File: src/rtl/rst_seq_gen_pkg.sv
// Shared encodings and sizing helpers for the staged reset sequencer.
package rst_seq_pkg;

    typedef enum logic [1:0] {
        ST_ASSERT  = 2'd0,
        ST_HOLD    = 2'd1,
        ST_RELEASE = 2'd2,
        ST_RUN     = 2'd3
    } seq_state_e;

    localparam int RCNT_W = 8;
    localparam logic [RCNT_W-1:0] RCNT_MAX = '1;

    // Never returns 0 so the HOLD_CYC=STAGE_CYC=1 corner still gets a real counter.
    function automatic int cnt_width(input int a, input int b);
        int m;
        m = (a > b) ? a : b;
        return (m < 2) ? 1 : $clog2(m);
    endfunction

endpackage

File: src/rtl/rst_seq_gen_sync.sv
// One-bit two-flop synchroniser with synchronous active-high reset.
module sync_2ff (
    input  logic clk_i,
    input  logic rst_i,
    input  logic d_i,
    output logic q_o
);
    logic ff1_q;
    logic ff2_q;

    always_ff @(posedge clk_i) begin
        if (rst_i) begin
            ff1_q <= 1'b0;
            ff2_q <= 1'b0;
        end else begin
            ff1_q <= d_i;
            ff2_q <= ff1_q;
        end
    end

    assign q_o = ff2_q;
endmodule

File: src/rtl/rst_seq_gen.sv
// Staged reset sequencer: waits for a stable lock, then releases sub_rst bits
// one at a time, re-asserting everything on lock loss or a software request.
module rst_seq_gen
    import rst_seq_pkg::*;
#(
    parameter int NUM_RST   = 4,
    parameter int HOLD_CYC  = 16,
    parameter int STAGE_CYC = 8
) (
    input  logic               pl_clk,
    input  logic               pl_rst,
    input  logic               lock_in,
    input  logic               soft_rst_req,
    output logic [NUM_RST-1:0] sub_rst,
    output logic               seq_done,
    output logic [1:0]         seq_state,
    output logic [RCNT_W-1:0]  restart_cnt
);
    localparam int CNT_W = cnt_width(HOLD_CYC, STAGE_CYC);
    localparam int IDX_W = $clog2(NUM_RST) + 1;

    localparam logic [CNT_W-1:0] HOLD_LAST  = CNT_W'(HOLD_CYC - 1);
    localparam logic [CNT_W-1:0] STAGE_LAST = CNT_W'(STAGE_CYC - 1);
    localparam logic [IDX_W-1:0] IDX_LAST   = IDX_W'(NUM_RST - 1);

    logic lock_s;

    seq_state_e         state_q, state_d;
    logic [CNT_W-1:0]   cnt_q,   cnt_d;
    logic [IDX_W-1:0]   idx_q,   idx_d;
    logic [NUM_RST-1:0] sub_q,   sub_d;
    logic               done_q,  done_d;
    logic [RCNT_W-1:0]  rcnt_q,  rcnt_d;

    sync_2ff u_lock_sync (
        .clk_i (pl_clk),
        .rst_i (pl_rst),
        .d_i   (lock_in),
        .q_o   (lock_s)
    );

    always_comb begin
        state_d = state_q;
        cnt_d   = cnt_q;
        idx_d   = idx_q;
        sub_d   = sub_q;
        done_d  = done_q;
        rcnt_d  = rcnt_q;

        if (state_q == ST_ASSERT) begin
            sub_d  = '1;
            done_d = 1'b0;
            cnt_d  = '0;
            idx_d  = '0;
            if (lock_s) state_d = ST_HOLD;
        end else if (!lock_s || soft_rst_req) begin
            // Lock loss outranks the soft request; only loss out of RUN is counted.
            state_d = ST_ASSERT;
            sub_d   = '1;
            done_d  = 1'b0;
            cnt_d   = '0;
            idx_d   = '0;
            if (!lock_s && state_q == ST_RUN && rcnt_q != RCNT_MAX)
                rcnt_d = rcnt_q + RCNT_W'(1);
        end else begin
            unique case (state_q)
                ST_HOLD: begin
                    if (cnt_q == HOLD_LAST) begin
                        state_d = ST_RELEASE;
                        cnt_d   = '0;
                        idx_d   = '0;
                    end else begin
                        cnt_d = cnt_q + CNT_W'(1);
                    end
                end
                ST_RELEASE: begin
                    if (cnt_q == STAGE_LAST) begin
                        sub_d = sub_q & ~(NUM_RST'(1) << idx_q);
                        cnt_d = '0;
                        idx_d = idx_q + IDX_W'(1);
                        if (idx_q == IDX_LAST) begin
                            state_d = ST_RUN;
                            done_d  = 1'b1;
                        end
                    end else begin
                        cnt_d = cnt_q + CNT_W'(1);
                    end
                end
                default: ;
            endcase
        end
    end

    always_ff @(posedge pl_clk) begin
        if (pl_rst) begin
            state_q <= ST_ASSERT;
            cnt_q   <= '0;
            idx_q   <= '0;
            sub_q   <= '1;
            done_q  <= 1'b0;
            rcnt_q  <= '0;
        end else begin
            state_q <= state_d;
            cnt_q   <= cnt_d;
            idx_q   <= idx_d;
            sub_q   <= sub_d;
            done_q  <= done_d;
            rcnt_q  <= rcnt_d;
        end
    end

    assign sub_rst     = sub_q;
    assign seq_done    = done_q;
    assign seq_state   = state_q;
    assign restart_cnt = rcnt_q;
endmodule

File: config.mk
export PLATFORM = sky130hd
export DESIGN_NAME = rst_seq_gen
export DESIGN_NICKNAME = d
export VERILOG_FILES = /design/src/rtl/rst_seq_gen_pkg.sv /design/src/rtl/rst_seq_gen_sync.sv /design/src/rtl/rst_seq_gen.sv
export SDC_FILE = /design/constraint.sdc
export NUM_CORES = 1
export LEC_CHECK = 0
export ABC_AREA = 0
export CORE_MARGIN = 2
export CORE_UTILIZATION = 57
export DETAILED_ROUTE_END_ITERATION = 6
export PLACE_DENSITY = 0.83
export SLEW_MARGIN = 10
export SYNTH_ARGS = -nofsm -noshare
export SYNTH_HDL_FRONTEND = slang
export SYNTH_SLANG_ARGS = --single-unit
File: constraint.sdc
create_clock -name pl_clk -period 2.7 [get_ports pl_clk]
set_input_delay 0.54 -clock pl_clk [delete_from_list [all_inputs] [get_ports pl_clk]]
set_output_delay 0.54 -clock pl_clk [all_outputs]
set_load 0.05 [all_outputs]
After elaboration in Yosys (flattened, before gate mapping) --
Cells that the tools add are included. W data, S select, Z words.
Cells by class: add/sub/neg operators 3, equal/unequal tests 13, shift operators 1, mux-type cells 13, bitwise logic cells 3, reductions and logical operators 13
Operators with widths (number):
- $mux W2 | 6
- $ne A4 B4 Y1 const B | 3
- $reduce_and A3 Y1 | 3
- $add A8 B1 Y8 const B | 1
- $mux W4 | 2
- $ne A8 B8 Y1 const B | 1
- $pmux W4 S2 | 1
- $mux W3 | 2
- $pmux W3 S2 | 1
- $reduce_and A5 Y1 | 1
- $add A4 B1 Y4 const B | 1
- $and A4 B4 Y4 | 1
- $eq A2 B2 Y1 const B | 2
- $eq A4 B3 Y1 const B | 1
- $eq A4 B4 Y1 const B | 1
- $ne A2 B2 Y1 const B | 2
- $not A4 Y4 | 1
- $pmux W2 S2 | 1
- $reduce_bool A4 Y1 | 1
- $shl A1 B3 Y4 const A | 1
- $add A3 B1 Y3 const B | 1
- $eq A3 B2 Y1 const B | 1
- $reduce_or A3 Y1 | 1
- $eq A2 B1 Y1 const B | 1
- 8 further kinds | 9
Storage, ports and cells: register bits 24, input bits 4, output and inout port bits 15, word-level logic and storage cells 54

Logic depth before layout (Yosys ltp) --
word-level depth 6, gate-level depth with buffers 6

Modules after synthesis --
Synthesis repeated with hierarchy kept, for this count alone.
Unflattened totals: cells, all modules 134, area, all modules 1229.9 um2
By module, submodules not included:
- rst_seq_gen | instances 1, cells each 130, area each 1177.4 um2, sequential area each 440.4 um2
- sync_2ff | instances 1, cells each 4, area each 52.6 um2, sequential area each 40.0 um2

Least setup slack after synthesis --
Ideal clock, no wire load.
path type reg-to-reg, start reg state_q[0], in the netlist seq_state[0], end reg rcnt_q[6], in the netlist restart_cnt[6], library setup time 0.121 ns, arrival 2.115 ns, setup slack 0.464 ns, stages on the path, launching flop included 6, buffers on the path 0, cell sequence dfxtp_1 > inv_1 > ha_1 > or3b_4 > nor4_2 > mux2_2
On the way: cells in the longest elaborated chain, start to end 4, elaborated cells between the ends (all ways) 6, those cells by class eq/ne (1); bitwise (1); reduce/logical (4)
Ends and longest elaborated chain:
- from (decl) | RTL line rst_seq_gen.sv:28 | seq_state_e state_q, state_d;
- from (signal assigned) | RTL line rst_seq_gen.sv:103 | state_q <= state_d;
- $eq A2 B2 Y1 | RTL line rst_seq_gen.sv:63 | if (!lock_s && state_q == ST_RUN && rcnt_q != RCNT_MAX)
- $logic_and A1 B1 Y1 (2 in a row) | RTL line rst_seq_gen.sv:63
- $reduce_and A3 Y1 (no source line) (*)
- to (signal assigned) | RTL line rst_seq_gen.sv:108 | rcnt_q <= rcnt_d;
- to (decl) | RTL line rst_seq_gen.sv:33 | logic [RCNT_W-1:0] rcnt_q, rcnt_d;
Every way passes the cells marked *; elsewhere a longest branch is shown, timed or not. A chain may end at the register's enable or synchronous reset.

Worst setup path after layout --
start reg rcnt_q[3], in the netlist restart_cnt[3], end out restart_cnt[3]
RTL lines:
- to (decl) | RTL line rst_seq_gen.sv:17 | output logic [RCNT_W-1:0] restart_cnt
No word-level cell between the ends.

==> impl_results.md <==
* Max-slew headroom at about half
* Die area at ~2700 sq um
* PwrDens at between 300 and 400 nW/um^2
* Final Non-Filler Cells at between 150 and 200
* Ys Warns at 0
* Synth area leader: dfxtp_1
* # resized after CTS at 0
* Post-Syn Nets at between 150 and 200
* # diodes at 0
* Drt pass-1 iters at 5
* Async S/R FF share, synth at 0%
* Main combinational cell family by area after synthesis: simple AND/OR/NAND/NOR gates
* Worst EP arrival at 1.67 ns
* CTS clk-pin slew, worst paths at between 0.1 and 0.15 ns
* Total wire length at 2410 um
* Die width at between 50 and 60 um
* Crit path buf inv count at 1
* Yosys reg bits at 24
* FP Rows at 17
* Critical path required time at 2.16 ns
* Top cells by area, synth: dfxtp_1, ha_1, inv_1, nor2b_1, nand3_1
* Top FF cell, synth: dfxtp_1
* Area delta synth->final at 16.6%
* Buffers on Ports at 18
* Max VDD drop at about 0.3 mV
* Max stage delay on crit path at about 0.86 ns
* Most common cell after layout, fill and taps aside: dfxtp_1
* Status: complete, no violations
* Most frequent cells in the layout: dfxtp_1, clkdlybuf4s50_1, ha_1
* Crit-path slowest cell: clkdlybuf4s50_1
* Via count at about 1100
* Final setup violation count at 0
* Clk_skew at around 0.0016 ns
* Post-Synth XOR/XNOR Area at 1.99%
* Netlist cell types at ~50
* Pwr Total at between 500 and 600 uW
* EDFF count, synth at 0
* Final period util at 81.9%
* Adder-Cell Fraction of Synth Area at a little over a tenth
* Root Driver: clkbuf_4
* Initial antenna violation count at 0
* Critical Path Fanout Max at 9
* Synth Area per Inst at approximately 9.4 sq um
* Place WS at 0.642 ns
* Sink Count at 24
* Unrepaired setup endpoints after global routing: false
* DRC violations left at 0
* Max Cap Viol at 0
* Die height at roughly 52 um
* Hold slack final at roughly 0.46 ns
* Layout cells sized above 1 at between 9 and 10%
* CP delay by family, top: buffers and inverters
* TritonCTS clock tree: yes
* Initial DRC count at 30
* Postcts setup bufs at 0
* Average wire per standard cell at around 13 um
* Post-synthesis mux area share at 4.07%
* Crit Path Category: flop to output port
* Cts bufs inserted at 3
* Largest net degree at the start of global routing at 18
* Share of the synthesized area in the top cell type at between 30% and 40%
* Final Hold Fails at 0
* Longest Clk Path Bufs at 2
* Grt ovf at 0
* Fillers at ~180
* Min-delay worst type: flop to flop
* # IOs at 19
* GRT Overall Usage at approximately a fifth
* # nets final at 171
* Max Slew Vio Count at 0
* CTS H-tree depth at 1
* Synth Area in Simple Gates at about 25%
* Area of the core at 2210 sq um
* TNS Setup at 0 ns
* Synthesized cell area at 1320 sq um
* Via density at just under 6
* Fmax achieved at 0.452 GHz
* Vias in the first global route at 936
* Hold-fix buffers, CTS at 0
* Worst Tran Pin Value at 0.766 ns
* Post-DP HPWL at around 1900 um
* Seq/Total Area, Yosys at a little over a third
* Element type at the critical path end: output port
* Critical Path Source Type: flop
* Worst-path cell chain: clkdlybuf4s50_1
* Initial Util at ~60%
* First-pass GRT wire length at about 4000 um
* Synth Area in Compound Gates at between 10% and 20%
* Post-DRT Antenna Nets at 0
* Placed Cells at around 180
* Leakage power at 0.519 nW
* Final min period at approximately 2.2 ns
* Fin worst setup slack at roughly 0.49 ns
* Synth Instances at 140
* Clock Latency Late Sink at about 0.31 ns
* Placer Congestion at 0.754
state kept, by name (all words and copies together) (netlist names):
| name | flops |
|---|---|
| seq_state | 2 |
| cnt_q | 4 |
| restart_cnt | 8 |
| sub_rst | 4 |
| u_lock_sync.q_o | 1 |
| idx_q | 3 |
| seq_done | 1 |
| u_lock_sync.ff1_q | 1 |
final cells by class:
cell class / count / area [sq um] / area share [%]
multi-input cells: 98 / 764 / 49.6
well taps: 28 / 35.0 / 2.27
inverters: 10 / 37.5 / 2.44
clock buffers: 4 / 36.3 / 2.35
repair buffers: 19 / 188 / 12.2
flip-flops and latches: 24 / 480 / 31.2
kinds of logic after synthesis:
logic type	Yosys count
AOI/OAI and AO/OA	29
buffers and inverters	18
xor gates and xnor gates	3
adders and majority gates	11
and+or+nand+nor	50
muxes	5
DFF	24
path summary, 6_finish.rpt:
| path | startpoint | endpoint | slack [ns] | cells past startpoint |
|---|---|---|---|---|
| worst min-delay path | seq_done$_SDFFE_PP0P_ | seq_done$_SDFFE_PP0P_ | 0.46 | 2 |
| worst min register to register | seq_done$_SDFFE_PP0P_ | seq_done$_SDFFE_PP0P_ | 0.46 | 2 |
| worst max register to register | seq_state[0]$_SDFFE_PP0P_ | restart_cnt[7]$_SDFFE_PP0P_ | 0.70 | 5 |
| worst max-delay path | restart_cnt[3]$_SDFFE_PP0P_ | restart_cnt[3] | 0.49 | 1 |
per-stage QoR:
step	util [%]	area, sq um
3_3_place_gp	68.0	1510
5_1_grt	69.7	1540
6_report	69.7	1540
2_1_floorplan	-	1320
4_1_cts	69.7	1540
3_5_place_dp	68.0	1510
cells in the mapped netlist, drive strengths merged (2+ instances only):
cell type  count
nor4           2
and3           3
dfxtp         24
nand2          6
inv           10
a21o           4
a21boi         2
clkbuf         4
ha            11
a211oi         3
mux2           3
buf            4
a41oi          2
nand2b         3
or3b           2
mux2i          2
xor2           2
a2111oi        2
nor2b          6
and4           2
nand3          7
nor2           7
nand4          3
o32ai          3
nor4b          2
a21oi          5
power by group:
part	switching, mW	total [mW]	internal, mW	leakage, nW
sequential	0.00217	0.358	0.356	0.194
clock	0.102	0.184	0.0823	0.0210
combinational	0.0166	0.0302	0.0136	0.304
routing by layer:
layer / track usage [%] / wire [um] / up-vias
li1: - / - / 542
met1: 28.0 / 1170 / 481
met2: 30.2 / 1100 / 31
met3: 2.57 / 110 / 4
met4: 5.56 / 30 / 0
met5: 0 / 0 / -
No activity file was read; power rests on OpenSTA's default activity.
